### src/rtl/muldiv_seq_pkg.sv
// muldiv_seq_pkg: shared RV32M funct3 codes, FSM state encoding and default width
package muldiv_seq_pkg;
    localparam int W_DEF = 32;
    localparam logic [2:0] F3_MUL  = 3'b000;
    localparam logic [2:0] F3_DIV  = 3'b100;
    localparam logic [2:0] F3_DIVU = 3'b101;
    localparam logic [2:0] F3_REM  = 3'b110;
    localparam logic [2:0] F3_REMU = 3'b111;
    typedef enum logic [1:0] {IDLE = 2'd0, CALC = 2'd1, DONE = 2'd2} state_t;
endpackage

### src/rtl/muldiv_seq_if.sv
// muldiv_seq_if: request/response bundle between decode/EX pipeline and the sequencer
interface muldiv_seq_if
    import muldiv_seq_pkg::*;
#(
    parameter int WIDTH = W_DEF
) ();
    logic             start_i;
    logic [2:0]       func3_i;
    logic [WIDTH-1:0] src1_i;
    logic [WIDTH-1:0] src2_i;
    logic             flush_i;
    logic             busy_o;
    logic             stall_o;
    logic             done_o;
    logic [WIDTH-1:0] result_o;
    modport master (output start_i, func3_i, src1_i, src2_i, flush_i,
                    input  busy_o, stall_o, done_o, result_o);
    modport slave  (input  start_i, func3_i, src1_i, src2_i, flush_i,
                    output busy_o, stall_o, done_o, result_o);
endinterface

### src/rtl/muldiv_seq_core.sv
// muldiv_core: one combinational iteration of shift-add multiply or restoring divide
module muldiv_core
    import muldiv_seq_pkg::*;
#(
    parameter int WIDTH = W_DEF
) (
    input  logic             mul,
    input  logic [WIDTH-1:0] acc,
    input  logic [WIDTH-1:0] opa,
    input  logic [WIDTH-1:0] opb,
    output logic [WIDTH-1:0] acc_n,
    output logic [WIDTH-1:0] opa_n,
    output logic [WIDTH-1:0] opb_n
);
    logic [WIDTH:0]   sh;
    logic [WIDTH-1:0] sub;
    logic             ge;
    // Divide: acc is the partial remainder, opa shifts the dividend out and quotient bits in
    always_comb begin
        sh    = {acc, opa[WIDTH-1]};
        ge    = sh >= {1'b0, opb};
        sub   = sh[WIDTH-1:0] - opb;
        acc_n = mul ? (opb[0] ? acc + opa : acc) : (ge ? sub : sh[WIDTH-1:0]);
        opa_n = mul ? opa << 1 : {opa[WIDTH-2:0], ge};
        opb_n = mul ? opb >> 1 : opb;
    end
endmodule

### src/rtl/muldiv_seq.sv
// muldiv_seq: iterative RV32M MUL/DIV/DIVU/REM/REMU sequencer that stalls the pipeline
// until the result is ready; one iteration per cycle, special cases finish in one cycle.
module muldiv_seq
    import muldiv_seq_pkg::*;
#(
    parameter int WIDTH = W_DEF,
    parameter int CNT_W = 6
) (
    input logic         clk_i,
    input logic         rst_i,
    muldiv_seq_if.slave bus
);
    localparam logic [WIDTH-1:0] MIN = {1'b1, {(WIDTH-1){1'b0}}};
    state_t           state, state_n;
    logic [CNT_W-1:0] cnt;
    logic [WIDTH-1:0] acc, opa, opb, res, acc_n, opa_n, opb_n;
    logic [WIDTH-1:0] mag1, mag2, q_fix, r_fix, pre;
    logic [2:0]       f3;
    logic             neg_q, neg_r, sgn, neg1, neg2, special, is_mul, go;
    assign sgn    = bus.func3_i == F3_DIV || bus.func3_i == F3_REM;
    assign neg1   = sgn & bus.src1_i[WIDTH-1];
    assign neg2   = sgn & bus.src2_i[WIDTH-1];
    assign mag1   = neg1 ? -bus.src1_i : bus.src1_i;
    assign mag2   = neg2 ? -bus.src2_i : bus.src2_i;
    assign go     = state == IDLE && bus.start_i && !bus.flush_i;
    assign is_mul = f3 == F3_MUL;
    assign q_fix  = neg_q ? -opa_n : opa_n;
    assign r_fix  = neg_r ? -acc_n : acc_n;
    // Results known at request time skip CALC entirely
    always_comb begin
        special = 1'b1;
        pre     = '0;
        if (bus.func3_i == F3_MUL) special = 1'b0;
        else if (!bus.func3_i[2]) pre = '0;
        else if (bus.src2_i == '0) pre = bus.func3_i[1] ? bus.src1_i : '1;
        else if (sgn && bus.src1_i == MIN && bus.src2_i == '1) pre = bus.func3_i[1] ? '0 : MIN;
        else special = 1'b0;
    end
    muldiv_core #(.WIDTH(WIDTH)) core (
        .mul(is_mul), .acc(acc), .opa(opa), .opb(opb),
        .acc_n(acc_n), .opa_n(opa_n), .opb_n(opb_n)
    );
    always_ff @(posedge clk_i or negedge rst_i)
        if (!rst_i) state <= IDLE;
        else state <= state_n;
    always_comb begin
        state_n      = IDLE;
        bus.busy_o   = state != IDLE;
        bus.stall_o  = state == CALC || (state == IDLE && bus.start_i);
        bus.done_o   = state == DONE && !bus.flush_i;
        bus.result_o = res;
        case (state)
            IDLE:    state_n = !go ? IDLE : special ? DONE : CALC;
            CALC:    state_n = bus.flush_i ? IDLE : cnt == CNT_W'(1) ? DONE : CALC;
            default: state_n = IDLE;
        endcase
    end
    always_ff @(posedge clk_i or negedge rst_i) begin
        if (!rst_i) begin
            cnt   <= '0;
            acc   <= '0;
            opa   <= '0;
            opb   <= '0;
            res   <= '0;
            f3    <= '0;
            neg_q <= 1'b0;
            neg_r <= 1'b0;
        end else if (go) begin
            f3    <= bus.func3_i;
            neg_q <= neg1 ^ neg2;
            neg_r <= neg1;
            acc   <= '0;
            opa   <= mag1;
            opb   <= mag2;
            cnt   <= CNT_W'(WIDTH);
            if (special) res <= pre;
        end else if (state == CALC && !bus.flush_i) begin
            acc <= acc_n;
            opa <= opa_n;
            opb <= opb_n;
            cnt <= cnt - CNT_W'(1);
            if (cnt == CNT_W'(1)) res <= is_mul ? acc_n : f3[1] ? r_fix : q_fix;
        end
    end
endmodule

### src/flat_wrapper.sv
// flat-port wrapper written by rule: the top's interface ports become plain ports
module muldiv_seq_flat import muldiv_seq_pkg::*;
#(
    parameter int WIDTH = W_DEF,
    parameter int CNT_W = 6
)
  (clk_i, rst_i, bus_start_i, bus_func3_i, bus_src1_i, bus_src2_i, bus_flush_i, bus_busy_o, bus_stall_o, bus_done_o, bus_result_o);
  muldiv_seq_if #(.WIDTH(WIDTH)) bus_i ();
  input logic clk_i;
  input logic rst_i;
  input wire logic [$bits(bus_i.start_i)-1:0] bus_start_i;
  input wire logic [$bits(bus_i.func3_i)-1:0] bus_func3_i;
  input wire logic [$bits(bus_i.src1_i)-1:0] bus_src1_i;
  input wire logic [$bits(bus_i.src2_i)-1:0] bus_src2_i;
  input wire logic [$bits(bus_i.flush_i)-1:0] bus_flush_i;
  output wire logic [$bits(bus_i.busy_o)-1:0] bus_busy_o;
  output wire logic [$bits(bus_i.stall_o)-1:0] bus_stall_o;
  output wire logic [$bits(bus_i.done_o)-1:0] bus_done_o;
  output wire logic [$bits(bus_i.result_o)-1:0] bus_result_o;
  assign bus_i.start_i = bus_start_i;
  assign bus_i.func3_i = bus_func3_i;
  assign bus_i.src1_i = bus_src1_i;
  assign bus_i.src2_i = bus_src2_i;
  assign bus_i.flush_i = bus_flush_i;
  assign bus_busy_o = bus_i.busy_o;
  assign bus_stall_o = bus_i.stall_o;
  assign bus_done_o = bus_i.done_o;
  assign bus_result_o = bus_i.result_o;
  muldiv_seq #(.WIDTH(WIDTH), .CNT_W(CNT_W)) u_core (.clk_i(clk_i), .rst_i(rst_i), .bus(bus_i));
endmodule
### config.mk
export PLATFORM = sky130hd
export DESIGN_NAME = muldiv_seq_flat
export DESIGN_NICKNAME = d
export VERILOG_FILES = /design/src/rtl/muldiv_seq_pkg.sv /design/src/rtl/muldiv_seq_if.sv /design/src/rtl/muldiv_seq_core.sv /design/src/rtl/muldiv_seq.sv /design/src/flat_wrapper.sv
export SDC_FILE = /design/constraint.sdc
export NUM_CORES = 1
export LEC_CHECK = 0
export ABC_AREA = 0
export BUFFER_PORTS_ARGS = -buffer_cell sky130_fd_sc_hd__clkbuf_2
export CELL_PAD_IN_SITES_DETAIL_PLACEMENT = 1
export CELL_PAD_IN_SITES_GLOBAL_PLACEMENT = 2
export CORE_ASPECT_RATIO = 2
export CORE_MARGIN = 4
export CORE_UTILIZATION = 39
export CTS_CLUSTER_SIZE = 20
export DETAILED_ROUTE_END_ITERATION = 10
export GPL_TIMING_DRIVEN = 0
export HOLD_SLACK_MARGIN = 0.03
export PLACE_DENSITY = 0.83
export SLEW_MARGIN = 20
export SYNTH_ARGS = -nofsm -noshare
export SYNTH_HDL_FRONTEND = slang
export SYNTH_SLANG_ARGS = --single-unit
### constraint.sdc
create_clock -name clk_i -period 13.3 [get_ports clk_i]
set_clock_uncertainty 0.05 [all_clocks]
set_input_delay 1.33 -clock clk_i [delete_from_list [all_inputs] [get_ports clk_i]]
set_output_delay 1.33 -clock clk_i [all_outputs]
set_load 0.01 [all_outputs]
* Yosys cells after proc, flatten, opt, wreduce, memory -nomap -nowiden
Cells that the tools add are included.
** Storage, ports and cells
- Flip-flop bits (word level) :: 141
- Output and inout port bits :: 35
** Cells by class
- Reduce and logical (&&, ||, !) cells :: 19
- $lt $le $gt $ge :: 1
- Bitwise operators :: 3
- Equality and inequality tests :: 8
- Mux-type cells :: 38
- $add $sub $neg :: 7
** Operators by type and width (number)
- 32-bit two-way mux :: 26
- 32-bit negation :: 4
- 32-bit == test, second input constant :: 2
- 33-bit by 32-bit >= comparator with 1-bit output :: 1
- 32-bit adder :: 1
- 32-bit logical NOT :: 1
- 32-bit subtractor :: 1
- 6-bit two-way mux :: 2
- 2-bit two-way mux :: 4
- 2-bit nonzero test :: 4
- 3-bit == test, second input constant :: 2
- 6-bit by 1-bit == test with 1-bit output, second input constant :: 1
- 1-bit logical AND :: 6
- 3-bit logical NOT :: 2
- 6-bit by 1-bit subtractor with 6-bit output, second input constant :: 1
- 1-bit two-way mux :: 5
- 2-bit case mux with 2 select lines :: 1
- 3-bit AND reduction :: 1
- 1-bit AND :: 2
- 2-bit by 1-bit == test with 1-bit output, second input constant :: 1
- 2-bit == test, second input constant :: 1
- 2-bit logical NOT :: 1
- 1-bit logical OR :: 2
- 2-bit by 1-bit != test with 1-bit output, second input constant :: 1
- other kinds (3) :: 3

* Logic depth before layout (Yosys ltp)
Gate-level depths: netlist of the first run.
- Depth after elaboration :: 11
- Gate-level depth with buffers :: 21
- Gate-level depth less buffers :: 18

* By module
Synthesis of the first run repeated with hierarchy kept, for this count alone.
** Unflattened totals
- Cell total of the unflattened synthesis :: 1865
- Area, all modules :: 14219.9 µm²
** Modules (own cells, without submodules)
- muldiv_seq :: times used 1, cells an instance 1063, area each 9102.5 µm², sequential area each 3528.4 µm²
- muldiv_core :: times used 1, cells an instance 802, area each 5117.4 µm², sequential area each 0.0 µm²

* Worst setup path after synthesis of the first run
Ideal clock, no wire load.
- Path type :: flip-flop to flip-flop
- Start :: register u_core.acc[11]
- End :: register u_core.res[16] (netlist: u_core.bus.result_o[16])
- Setup time :: 0.130 ns
- Cell stages (with the launch flop) :: 20
- Setup slack :: 8.735 ns
- Arrival :: 4.385 ns
- Clock period less this slack :: 4.565 ns
- Cell sequence :: dfrtp_1 > ha_1 > buf_4 > a21oi_4 > o211a_1 > o22ai_1 > o31a_2 > o21ai_2 > buf_6 > buf_2 > buf_1 > mux2_2 > a21oi_1 > ha_1 > nand4_1 > or4_1 > o21ai_1 > xnor2_1 > o211ai_1 > nand3_1
** On the way
- Longest elaborated chain between the ends :: 10
** RTL lines
- start, declared :: RTL line muldiv_seq.sv:16 : logic [WIDTH-1:0] acc, opa, opb, res, acc_n, opa_n, opb_n;
- start signal, assigned :: RTL line muldiv_seq.sv:78 : acc <= acc_n;
- 32-bit adder (tied with other cells) :: RTL line muldiv_seq_core.sv:23 : acc_n = mul ? (opb[0] ? acc + opa : acc) : (ge ? sub : sh[WIDTH-1:0]);
- 32-bit two-way mux (2 in a row) :: RTL line muldiv_seq_core.sv:23
- 32-bit negation :: RTL line muldiv_seq.sv:28 : assign r_fix = neg_r ? -acc_n : acc_n;
- 32-bit two-way mux :: RTL line muldiv_seq.sv:28
- 32-bit two-way mux :: RTL line muldiv_seq.sv:82 : if (cnt == CNT_W'(1)) res <= is_mul ? acc_n : f3[1] ? r_fix : q_fix;
- 32-bit two-way mux * (2 in a row) :: RTL line muldiv_seq.sv:82
- 32-bit two-way mux * :: RTL line muldiv_seq.sv:77 : end else if (state == CALC && !bus.flush_i) begin
- 32-bit two-way mux * :: RTL line muldiv_seq.sv:68 : end else if (go) begin
- end signal, assigned :: RTL line muldiv_seq.sv:76 : if (special) res <= pre;
- end signal, assigned :: RTL line muldiv_seq.sv:82
- end, declared :: RTL line muldiv_seq.sv:16
Every way passes the cells marked *; elsewhere a longest branch is shown, timed or not. The select of a mux whose other input is x is not followed.
A chain may end at the register's enable or synchronous reset.

* Worst setup path after layout of the first run
- Start :: register u_core.f3[1]
- End :: register u_core.res[24] (netlist: u_core.bus.result_o[24])
** On the way
- Longest elaborated chain between the ends :: 9
** RTL lines
- start, declared :: RTL line muldiv_seq.sv:18 : logic [2:0] f3;
- start signal, assigned :: RTL line muldiv_seq.sv:69 : f3 <= bus.func3_i;
- 3-bit logical NOT :: RTL line muldiv_seq.sv:26 : assign is_mul = f3 == F3_MUL;
- 1-bit two-way mux or 32-bit two-way mux (tied branches) :: RTL line muldiv_seq_core.sv:24, muldiv_seq_core.sv:23
- 32-bit negation, on equally long branches :: RTL line muldiv_seq.sv:27, muldiv_seq.sv:28
- 32-bit two-way mux, on equally long branches :: RTL line muldiv_seq.sv:27, muldiv_seq.sv:28
- 32-bit two-way mux :: RTL line muldiv_seq.sv:82
- 32-bit two-way mux * (2 in a row) :: RTL line muldiv_seq.sv:82
- 32-bit two-way mux * :: RTL line muldiv_seq.sv:77
- 32-bit two-way mux * :: RTL line muldiv_seq.sv:68
Marked as above.

==> impl_metrics.env, run 1 <==
export IMPL_yosys_top_cells_area="dfrtp_1 (24%), nand2_1 (6.9%), o21ai_0 (6.4%), ha_1 (5.9%), a21oi_1 (4.9%)"
export IMPL_cts_tree="yes"
export IMPL_path_clk_slew_ns=0.07
export IMPL_path_cells="inv_1 > nand2_1 > clkbuf_1 > clkbuf_1 > buf_2 > clkbuf_1 > clkbuf_1 > buf_1 > nor2_1 > a21oi_1 > ha_1 > nand4_1 > nor4_2 > nand3_1 > o21ai_0 > mux2i_1 > o21ai_0"
export IMPL_fillers=4807
export IMPL_cts_htree_levels=4
export IMPL_met2_usage_pct=72.1
export IMPL_cts_buffer_depth=2
export IMPL_crit_fanout=10
export IMPL_synth_flop_cell="dfrtp_1"
export IMPL_vias=17500
export IMPL_ctsResizeCount=0
export IMPL_antenna_found_initial=3
export IMPL_grt_start_max_net_pins=78
export IMPL_clock_root_buffer="clkbuf_16"
export IMPL_setup_viol=0
export IMPL_fin_nets=2270
export IMPL_slew_headroom_pct=17.6
export IMPL_critPathKind="register to register"
export IMPL_grt_util_met1_pct=37.2
export IMPL_hold_buffers=0
export IMPL_fmax_ghz=0.135
export IMPL_drt_initial_drc_count=1231
export IMPL_synth_cells=2000
export IMPL_cellPowerDensity_mw_per_mm2=237
export IMPL_gr_usage_met3_pct=5.93
export IMPL_synth_top_area_share_pct=23.7
export IMPL_drive_above_1_share_pct=10.2
export IMPL_pre_cts_slack_ns=6.22
export IMPL_post_cts_buffers=0
export IMPL_die_area_mm2=0.0415
export IMPL_period_share_pct=55.7
export IMPL_synth_seq_area_share_pct=23.7
export IMPL_overflow=0
export IMPL_wl_per_cell_um=33.0
export IMPL_route_detailed_drc=0
export IMPL_yosys_warnings=0
export IMPL_grt_pass1_wl_mm=122
export IMPL_status="complete, no violations"
export IMPL_globalRoute_busiestLayer="met2"
export IMPL_clock_latency_ns=0.48
export IMPL_async_reset_ff_share_pct=100
export IMPL_slew_viol_final=0
export IMPL_p_leak_nw=6.82
export IMPL_ys_top_cells_by_count="nand2_1 (275), o21ai_0 (189), nor2_1 (170)"
export IMPL_yosysMostFrequentCell="nand2_1"
export IMPL_syn_num_nets=2143
export IMPL_yosysUniqueCellTypes=102
export IMPL_cp_arrival_ns=7.71
export IMPL_portBuffers=105
export IMPL_antenna_left=0
export IMPL_gp_congestion=1.01
export IMPL_track_usage_pct=40.2
export IMPL_hold_path_class="register to register"
export IMPL_worst_slew_pin_slew_ns=1.23
export IMPL_cts_sinks=141
export IMPL_ir_worst_vdd_v=0.000115
export IMPL_drtPass1Iterations=7
export IMPL_io_pins=106
export IMPL_core_rowCount=101
export IMPL_start_util_pct=39.4
export IMPL_synthesis_area_per_instance_um2=7.44
export IMPL_post_dp_hpwl_mm=70.0
export IMPL_die_height_um=284
export IMPL_power_mw=3.94
export IMPL_area_growth_pct=11.7
export IMPL_ys_ff_latch=141
export IMPL_die_w_um=146
export IMPL_startpoint_type="register"
export IMPL_cp_common_cell="clkbuf_1"
export IMPL_cts_inserted_buffers=17
export IMPL_min_period_ns=7.41
export IMPL_first_global_vias=18300
export IMPL_critPathCaptureType="register"
export IMPL_synth_area_leader_cell="dfrtp_1"
export IMPL_hold_viol=0
export IMPL_vias_per_cell=6.73
export IMPL_tns_ns=0
export IMPL_totalWireLength_mm=85.9
export IMPL_cp_slowest_cell="clkbuf_1"
export IMPL_required_ns=13.60
export IMPL_fp_coreArea_mm2=0.0378
export IMPL_setup_ws_ns=5.89
export IMPL_syn_area_mm2=0.0149
export IMPL_max_cap_viol_count=0
export IMPL_reg2reg_setup_slack_ns=5.89
export IMPL_synth_edf_count=0
export IMPL_slowest_delay_ns=0.76
export IMPL_rsz0062_at_grt="no"
[sequential cells by signal, indices dropped and copies added, names as in the netlist]
register             cells
u_core.opb              32
u_core.cnt               6
u_core.acc              32
u_core.state             2
u_core.neg_q             1
u_core.f3                3
u_core.neg_r             1
u_core.bus.result_o     32
u_core.opa              32
[layout by cell type (no fill, tap or decap), drive strengths merged, types with 60 or more instances in the layout]
cell type and n:
ha 70, o21ai 193, dfrtp 141, clkbuf 203, nor2 171, a31oi 60, a21oi 147, nand2 275
xnor2 80, inv 88, xor2 62
[logic make-up after synthesis]
logic type / share of synthesized area [%]
AND/OR/NAND/NOR: 23.2
AO/OA/AOI/OAI: 31.4
buffers and inverters: 5.06
XOR/XNOR: 8.36
flip-flops: 23.7
adder cells (fa/ha/maj): 6.16
multiplexers: 2.09
[area by class of cell]
cell class              instances  area (um2)  area share [%]
clock buffers                  17         425            2.56
inverters                      77         289            1.74
plain buffers                 113         464            2.79
well taps                     463         579            3.48
repair buffers                108         574            3.45
flip-flops and latches        141        3530            21.2
diodes                          1        2.50          0.0151
clock inverters                15         146           0.881
multi-input cells            1669       10600            63.8
[metrics by stage]
| stage | util (%) | cells | hold slack, ns | cell area (um2) |
|---|---|---|---|---|
| after floorplan | - | 2000 | 0.400 | 14900 |
| after global placement | 42.3 | 2568 | 0.418 | 16000 |
| after detailed placement | 42.5 | 2571 | 0.438 | 16000 |
| after CTS | 44.0 | 2603 | 0.454 | 16600 |
| after global routing | 44.0 | 2603 | 0.474 | 16600 |
| final | 44.0 | 2604 | 0.450 | 16600 |
[where the power goes]
part | total [mW] | leakage, nW | switching [mW] | internal, mW
registers | 0.807 | 1.74 | 0.239 | 0.568
clock network | 0.505 | 0.282 | 0.255 | 0.250
logic | 2.63 | 4.80 | 1.79 | 0.834
[worst max-delay path: cells and delay by family, from the launching register on]
kind | cells | cell delay, ns
simple gates | 5 | 1.67
fa+ha+maj | 1 | 0.26
buf+inv | 7 | 3.81
compound gates | 3 | 0.64
mux | 1 | 0.27
flops | 1 | 0.57
[worst paths after layout]
path | cells past startpoint | startpoint | end
setup / recovery | 17 | u_core.f3[1] | u_core.bus.result_o[24]
hold / removal | 1 | u_core.bus.result_o[15] | u_core.bus.result_o[15]
setup reg to reg | 17 | u_core.f3[1] | u_core.bus.result_o[24]
hold reg to reg | 1 | u_core.bus.result_o[15] | u_core.bus.result_o[15]
max in group asynchronous | 2 | rst_i | u_core.acc[31]
min in group asynchronous | 1 | rst_i | u_core.opa[17]
[per-layer routing]
layer | vias up | share of wire (%)
li1 | 7644 | -
met1 | 8547 | 32
met2 | 898 | 50
met3 | 445 | 5.4
met4 | 0 | 13
met5 | - | 0
Power figures use the tool's default switching activity.
==> inputs of run 2 (changes only) <==
CORE_UTILIZATION = 37   (was 39)
PLACE_DENSITY = 0.79   (was 0.83)
clock period = 7.69 ns   (was 13.3 ns; I/O delays follow)
==> run 2 against run 1 <==
Compared with the run above: clock power grew 72%; non-clock buffer count grew 2; critical path depth is the same; cell area grew 0.72%; global-route usage shrank 0.33 points; combinational power grew 74%; worst hold slack lost 0.35 ns; final cell count grew 2.5%; die area grew 5.2%; via count grew 0.59%; flip-flop and latch count is the same; clock-buffer cell count grew 4; largest cell class unchanged; highest routed layer is now met5.
==> impl_metrics.env, run 2 (synthesis gave the netlist of run 1 again) <==
export IMPL_status="complete, no violations"
export IMPL_overflow=0
export IMPL_track_usage_pct=39.9
export IMPL_p_leak_nw=6.83
export IMPL_placed_cell_area_mm2=0.0162
export IMPL_ir_worst_vdd_v=0.000184
export IMPL_fillers=5063
export IMPL_gp_congestion=0.996
export IMPL_required_ns=7.99
export IMPL_antenna_left=0
export IMPL_cellPowerDensity_mw_per_mm2=408
export IMPL_vias=17600
export IMPL_final_common_cell="nand2_1"
export IMPL_drt_initial_drc_count=1046
export IMPL_grt_pass1_wl_mm=126
export IMPL_layout_cells_most_common_list="nand2_1 (275), o21ai_0 (189), nor2_1 (169), a21oi_1 (142), dfrtp_1 (141)"
export IMPL_gr_usage_met3_pct=7.14
export IMPL_fmax_ghz=0.131
export IMPL_min_period_ns=7.62
export IMPL_post_cts_buffers=0
export IMPL_cts_buffer_depth=2
export IMPL_rsz0062_at_grt="no"
export IMPL_fin_area_mm2=0.0167
export IMPL_grt_start_max_net_pins=66
export IMPL_worst_slew_pin_slew_ns=1.16
export IMPL_hold_buffers=0
export IMPL_critPathCaptureType="register"
export IMPL_cts_sinks=141
export IMPL_route_detailed_drc=0
export IMPL_setup_viol=0
export IMPL_grt_util_met1_pct=36.6
export IMPL_clock_latency_ns=0.48
export IMPL_path_clk_slew_ns=0.07
export IMPL_tns_ns=0
export IMPL_die_area_mm2=0.0437
export IMPL_clockPowerShare_pct=12.7
export IMPL_antenna_found_initial=2
export IMPL_slew_viol_final=0
export IMPL_totalWireLength_mm=87.7
export IMPL_die_height_um=292
export IMPL_globalRoute_busiestLayer="met2"
export IMPL_p_sw_mw=3.93
export IMPL_cts_tree="yes"
export IMPL_portBuffers=105
export IMPL_swShare_pct=57.6
export IMPL_critPathKind="register to register"
export IMPL_drive_above_1_share_pct=10.4
export IMPL_crit_fanout=10
export IMPL_fin_nets=2272
export IMPL_start_util_pct=37.6
export IMPL_met2_usage_pct=69.8
export IMPL_die_w_um=150
export IMPL_cp_arrival_ns=7.92
export IMPL_first_global_vias=18900
export IMPL_hold_viol=0
export IMPL_pwr_share_seq_pct=20.2
export IMPL_startpoint_type="register"
export IMPL_vias_per_cell=6.61
export IMPL_wl_per_cell_um=32.9
export IMPL_cts_htree_levels=4
export IMPL_reg2reg_setup_slack_ns=0.07
export IMPL_regArea_mm2=0.00353
export IMPL_multi_input_area_mm2=0.0106
export IMPL_p_int_mw=2.89
export IMPL_p_comb_share_pct=67.1
export IMPL_hold_path_class="primary input to async pin"
export IMPL_fp_coreArea_mm2=0.0396
export IMPL_drtPass1Iterations=6
export IMPL_cts_inserted_buffers=17
export IMPL_period_share_pct=99.1
export IMPL_core_rowCount=103
export IMPL_io_pins=106
export IMPL_post_dp_hpwl_mm=71.8
export IMPL_area_growth_pct=12.5
export IMPL_slew_headroom_pct=21.7
export IMPL_finalCoreUtilization_pct=42.3
export IMPL_clock_root_buffer="clkbuf_16"
export IMPL_ctsResizeCount=0
export IMPL_max_cap_viol_count=0
run 2: final cells by class:
type / count / share of cell area [%]
Inverter: 77 / 1.73
Antenna cell: 1 / 0.0149
Tap cell: 525 / 3.92
Sequential cell: 141 / 21.1
Multi-Input combinational cell: 1669 / 63.5
Clock buffer: 21 / 2.75
Clock inverter: 11 / 0.643
Buffer: 113 / 2.77
Timing Repair Buffer: 110 / 3.62
run 2: routing by layer:
layer  up-vias  routed length (um)
met5         -                  14
met4         2               11500
met3       471                4860
met2       857               43900
met1      8650               27500
li1       7657                   -
run 2: per-stage QoR:
| stage | instances | hold slack, ns | power [mW] | setup slack [ns] |
|---|---|---|---|---|
| floorplan | 2000 | 0.400 | 4.08 | 3.13 |
| global placement | 2630 | 0.413 | 5.72 | 0.418 |
| detailed placement | 2635 | 0.425 | 5.82 | 0.348 |
| CTS | 2667 | 0.107 | 6.70 | 0.325 |
| global route | 2667 | 0.110 | 7.18 | 0.0175 |
| finish | 2668 | 0.104 | 6.82 | 0.0679 |
run 2: path summary, 6_finish.rpt:
path,start,endpoint,depth (start not counted)
max reg2reg,u_core.f3[1],u_core.bus.result_o[24],17
min in group clk_i,u_core.opb[26],u_core.opb[26],2
max in group asynchronous,rst_i,u_core.acc[26],3
min,rst_i,u_core.opa[10],1
min reg2reg,u_core.opb[26],u_core.opb[26],2
max,u_core.f3[1],u_core.bus.result_o[24],17
run 2: power groups by stage:
stage          clock [mW]  combinational [mW]  sequential, mW
5_1_grt             0.895                4.89            1.39
6_report            0.867                4.58            1.38
4_1_cts             0.864                4.47            1.36
3_5_place_dp            0                4.45            1.37
2_1_floorplan           0                2.86            1.22
3_3_place_gp            0                4.36            1.37
run 2: critical path, stage by stage, from the launching register on:
cell and delay, ns:
dfrtp_1 0.61, inv_1 0.21, nand2_1 0.37, clkbuf_1 0.70, clkbuf_1 0.61, buf_2 0.44
clkbuf_1 0.54, clkbuf_1 0.67, buf_1 0.66, nor2_1 0.15, a21oi_1 0.21, ha_1 0.27
nand4_1 0.30, nor4_2 0.57, nand3_1 0.36, o21ai_0 0.30, mux2i_1 0.32, o21ai_0 0.13
